--- src/rtl/m7_mc_rx_decoder.sv ---
// m7_mc_rx_decoder: channel-7 Manchester receiver that finds the head sync and decodes 16-bit words
// Samples the synchronized boi/bzi pair once per half-bit and checks code, frame and overrun errors.
module m7_mc_rx_decoder #(
    parameter int HALF_BIT_CLKS = 4,
    parameter int PRE_MIN = 8,
    parameter int IDLE_HB = 4
) (
    input  logic        clock_57,
    input  logic        reset_,
    input  logic        m7_boi,
    input  logic        m7_bzi,
    input  logic        rx_ack,
    output logic [15:0] rx_data,
    output logic        rx_valid,
    output logic        rx_busy,
    output logic        code_err,
    output logic        frame_err,
    output logic        overrun
);
    localparam int PW = $clog2(HALF_BIT_CLKS);
    localparam int IW = $clog2(IDLE_HB + 1);
    typedef enum logic [2:0] {IDLE = 3'b001, HUNT = 3'b010, DATA = 3'b100} state_t;
    state_t state, state_n;
    logic [1:0] boi_sync, bzi_sync;
    logic boi_d, boi, bzi, sample, h, line_ok, line_idle, alt, prefix;
    logic [PW-1:0] phase, ph;
    logic [5:0] win, win_n, shifted;
    logic [4:0] pre, pre_n, hb, hb_n;
    logic [IW-1:0] idle, idle_n;
    logic first, first_n;
    logic [15:0] word, word_n, rx_data_n;
    logic rx_valid_n, overrun_n, code_err_n, frame_err_n;

    assign boi = boi_sync[1];
    assign bzi = bzi_sync[1];
    // a boi edge marks the start of a half-bit, so it becomes phase 0 on the spot
    assign ph = (boi != boi_d) ? '0 : phase;
    assign sample = ph == PW'(HALF_BIT_CLKS / 2);
    assign h = boi;
    assign line_ok = boi != bzi;
    assign line_idle = boi & bzi;
    assign shifted = {win[4:0], h};
    assign alt = h != win[0];
    // the sync itself contains non-alternations; they must not wipe a qualified preamble
    assign prefix = shifted[1:0] == 2'b00 || shifted[4:0] == 5'b00011;
    assign rx_busy = state == DATA;

    always_comb begin
        state_n = state;
        win_n = win;
        pre_n = pre;
        idle_n = idle;
        hb_n = hb;
        first_n = first;
        word_n = word;
        rx_data_n = rx_data;
        rx_valid_n = rx_valid & ~rx_ack;
        overrun_n = overrun & ~rx_ack;
        code_err_n = 1'b0;
        frame_err_n = 1'b0;
        if (sample) begin
            win_n = shifted;
            case (state)
                IDLE: if (line_ok) begin
                    state_n = HUNT;
                    pre_n = 5'd1;
                    idle_n = '0;
                end
                HUNT: begin
                    idle_n = line_ok ? '0 : idle + 1'b1;
                    if (!line_ok) begin
                        pre_n = '0;
                        if (idle_n == IW'(IDLE_HB)) state_n = IDLE;
                    end else if (shifted == 6'b000111 && pre >= 5'(PRE_MIN)) begin
                        state_n = DATA;
                        hb_n = '0;
                    end else if (alt) pre_n = (pre == 5'd31) ? pre : pre + 1'b1;
                    else if (!(prefix && pre >= 5'(PRE_MIN))) pre_n = '0;
                end
                DATA: if (line_idle) begin
                    idle_n = idle + 1'b1;
                    if (idle_n == IW'(IDLE_HB)) begin
                        state_n = IDLE;
                        frame_err_n = hb != '0;
                    end
                end else if (idle != '0 || !line_ok || (hb[0] && first == h)) begin
                    state_n = HUNT;
                    pre_n = '0;
                    idle_n = '0;
                    code_err_n = 1'b1;
                end else begin
                    first_n = h;
                    hb_n = hb + 1'b1;
                    if (hb[0]) word_n = {word[14:0], h};
                    if (hb == 5'd31) begin
                        rx_data_n = word_n;
                        rx_valid_n = 1'b1;
                        overrun_n = (overrun | rx_valid) & ~rx_ack;
                    end
                end
                default: state_n = IDLE;
            endcase
        end
    end

    always_ff @(negedge clock_57 or negedge reset_) begin
        if (!reset_) begin
            boi_sync <= 2'b11;
            bzi_sync <= 2'b11;
            boi_d <= 1'b1;
            phase <= '0;
            state <= IDLE;
            win <= '1;
            pre <= '0;
            idle <= '0;
            hb <= '0;
            first <= 1'b0;
            word <= '0;
            rx_data <= '0;
            rx_valid <= 1'b0;
            overrun <= 1'b0;
            code_err <= 1'b0;
            frame_err <= 1'b0;
        end else begin
            boi_sync <= {boi_sync[0], m7_boi};
            bzi_sync <= {bzi_sync[0], m7_bzi};
            boi_d <= boi;
            phase <= (ph == PW'(HALF_BIT_CLKS - 1)) ? '0 : ph + 1'b1;
            state <= state_n;
            win <= win_n;
            pre <= pre_n;
            idle <= idle_n;
            hb <= hb_n;
            first <= first_n;
            word <= word_n;
            rx_data <= rx_data_n;
            rx_valid <= rx_valid_n;
            overrun <= overrun_n;
            code_err <= code_err_n;
            frame_err <= frame_err_n;
        end
    end
endmodule
--- config.mk ---
export PLATFORM = sky130hd
export DESIGN_NAME = m7_mc_rx_decoder
export DESIGN_NICKNAME = d
export VERILOG_FILES = /design/src/rtl/m7_mc_rx_decoder.sv
export SDC_FILE = /design/constraint.sdc
export NUM_CORES = 1
export LEC_CHECK = 0
export CAP_MARGIN = 0
export CORE_MARGIN = 2
export CORE_UTILIZATION = 46
export CTS_BUF_LIST = sky130_fd_sc_hd__clkbuf_4 sky130_fd_sc_hd__clkbuf_8
export DETAILED_ROUTE_END_ITERATION = 10
export GPL_ROUTABILITY_DRIVEN = 1
export PLACE_DENSITY = 0.66
export SLEW_MARGIN = 10
export SYNTH_ARGS = -nofsm -noshare
export SYNTH_HDL_FRONTEND = slang
export SYNTH_SLANG_ARGS = --single-unit
export TNS_END_PERCENT = 100
--- constraint.sdc ---
create_clock -name clock_57 -period 6.12 [get_ports clock_57]
set_clock_uncertainty 0.05 [all_clocks]
set_input_delay 0.612 -clock clock_57 [delete_from_list [all_inputs] [get_ports clock_57]]
set_output_delay 0.612 -clock clock_57 [all_outputs]
set_load 0.02 [all_outputs]
==> flow_summary.toml <==
[logic_synthesis]
synth_area_um2 = 3290
asyncSetResetFlopFracSynth_pct = 100
ys_seq_elements = 65
synthesis.nets = 300
synthCells = 282
synth_compound_area_share_pct = 13.5
netlist.top_cell.by_area = "dfrtn_1"
yosys-top-cells-count = "54 x dfrtn_1, 30 x nor2_1, 18 x inv_1, 16 x mux2i_1, 15 x mux2_2"
yosysSeqAreaShare_pct = 49.9
synth_warnings = 0
synth_area_per_cell_um2 = 11.7
synth_top_family_by_area = "multiplexers"
synthSimpleGateAreaFrac_pct = 12.5
synth_area_leaders = "dfrtn_1 41%, dfstp_2 8.8%, mux2_2 5.1%"
ys_types = 51
synth.mux.area_fraction_pct = 13.7
synth_xor_area_share_pct = 0.533
synth_edf_count = 0
yosysTopAreaCellShare_pct = 41.1
yosysMostFrequentCell = "dfrtn_1"
synthAdderAreaFrac_pct = 4.95
synth_ff_type = "dfrtn_1"

[clock_tree]
cts_sinks = 65
cts_tree = "done"
post_cts_resized = 0
cts_hold_buf = 0
cts_setup_buffers = 0
cts_buffer_depth = 2
worstSkewPairLatency_ns = 0.38
htree_levels = 3
root_buffer = "clkbuf_8"
clkTransAtPathRegs_ns = 0.05
cts_buffers = 9

[timing]
hold_violations = 0
report.final.slew_viol_count = 0
finalSetupViolations = 0
fin_ws_ns = 0.182
slew_headroom_pct = 38.0
fin_tns_setup_ns = 0
worst_pin_slew_ns = 0.930
rsz0062_at_grt = "no"

[global_routing]
met2_usage_pct = 25.7
grt_busiest_layer = "met2"
antenna_found_initial = 0
gr-usage-met3_pct = 5.32
grt_use_total_pct = 15.7
grt_pass1_wl_um = 9430
first_global_vias = 2041
grt_max_degree = 44
gr-usage-met1_pct = 19.5
grt_overflow = 0

[final_layout]
n_antenna_cell = 0
area_growth_pct = 17.8
drive_gt1_share_pct = 23.9
fillers = 612
final_nets = 339
utilization_pct = 56.4

[floorplanning]
die_x_um = 88.5
num_rows = 30
start_util_pct = 47.9
io_pins = 26
die_area_um2 = 7840
fp.coreArea_um2 = 6870
dieHeight_um = 88.5

[critical_path]
path_max_fanout = 10
reg2reg_depth = 8
critPathBufInv = 2
crit_family = "buffers and inverters"
cp.arrival_ns = 5.28
cp_slowest_cell = "clkdlybuf4s50_1"
crit_cells = 3
worstSetupPathType = "reg2out"
cp.required_ns = 5.46
worstSetupStartpointType = "register"
cp_cell_sequence = "or3b_1, inv_2, clkdlybuf4s50_1"
cp_slowest_stage_delay_ns = 0.63
end_kind = "primary output"

[run_status]
status = "finished clean"

[hold_path]
hold_class = "reg2reg"
min_path_cells = 1

[route]
first_pass_iters = 4
vias = 2126
drc = 0
ant_nets = 0
drtIter0Drc = 63
wl_um = 5390
avgViaCountPerCell = 5.04
wl_per_cell_um = 12.8

[power_and_ir_drop]
power_density_nw_per_um2 = 299
power.leakage_nw = 1.74
peakVddDrop_v = 0.000181

[placed_design]
gp_congestion = 0.911
port_buffers = 25
pre_cts_ws_ns = 0.468
hpwl_um = 3770

[run]
max-cap-violations = 0
==> report_power, final <==
part / internal, W / switching (W)
combinational: 0.0000752 / 0.0000882
clock: 0.000292 / 0.000181
sequential: 0.000483 / 0.0000378
total: 0.000850 / 0.000307
==> kinds of logic (layout without fill, tap and decap cells) <==
group,count (synthesis),count (layout)
AND/OR/NAND/NOR,74,74
flip-flops,65,65
AO/OA/AOI/OAI,60,60
multiplexers,39,39
buffers and inverters,29,73
adder cells (fa/ha/maj),13,13
XOR/XNOR,2,2
==> worst reg2reg max path: cells and delay by family (launching register included) <==
kind,cells,cell delay (ns)
AO/OA/AOI/OAI,2,0.66
XOR/XNOR,1,0.18
adder cells (fa/ha/maj),1,0.42
buffers and inverters,1,0.35
flip-flops,1,0.63
AND/OR/NAND/NOR,3,0.54
==> final timing paths <==
check,startpoint,slack [ns],to
min in group asynchronous,reset_,3.32,overrun
hold / removal,phase[0],0.27,phase[0]
max in group asynchronous,reset_,1.88,word[13]
hold reg to reg,phase[0],0.27,phase[0]
setup reg to reg,boi_sync[1],3.06,rx_data[4]
setup / recovery,state[2],0.18,rx_busy
==> sequential cells by signal, indices dropped and copies added (netlist names) <==
register and count:
rx_valid 1, first 1, hb 5, overrun 1, rx_data 16, bzi_sync 2, code_err 1, boi_d 1
word 16, idle 3, phase 2, boi_sync 2, state 3, frame_err 1, win 5, pre 5
==> per-stage QoR <==
step | total power (W) | hold slack [ns] | cell area, um^2 | std cells
3_3_place_gp | 0.000698 | 0.258 | 3590 | 396
3_5_place_dp | 0.000705 | 0.271 | 3590 | 396
5_1_grt | 0.00123 | 0.285 | 3870 | 422
2_1_floorplan | 0.000658 | 0.249 | 3290 | 282
4_1_cts | 0.00117 | 0.275 | 3870 | 422
6_report | 0.00116 | 0.272 | 3870 | 422
==> cells in the final DEF (no fill, tap or decap), drive strengths merged, types with 11 or more instances in the layout <==
cell	count
mux2	23
clkdlybuf4s50	24
inv	28
nand2	12
mux2i	16
dfrtn	54
a21oi	24
dfstp	11
o21ai	13
ha	13
nor2	30
==> layout make-up <==
| class | count | area [um^2] | area share, % |
|---|---|---|---|
| sequential | 65 | 1640 | 42.3 |
| multi-input combinational | 188 | 1480 | 38.3 |
| timing repair buffer | 29 | 275 | 7.10 |
| clock inverter | 17 | 154 | 3.97 |
| clock buffer | 10 | 138 | 3.55 |
| tap | 96 | 120 | 3.10 |
| inverter | 17 | 63.8 | 1.65 |
==> layer usage <==
metal | vias to the layer above | share of wire (%)
met5 | - | 0
met4 | 0 | 1.8
met3 | 10 | 3.6
met2 | 37 | 47
met1 | 1007 | 47
li1 | 1072 | -
(Power assumes the default switching activity.)
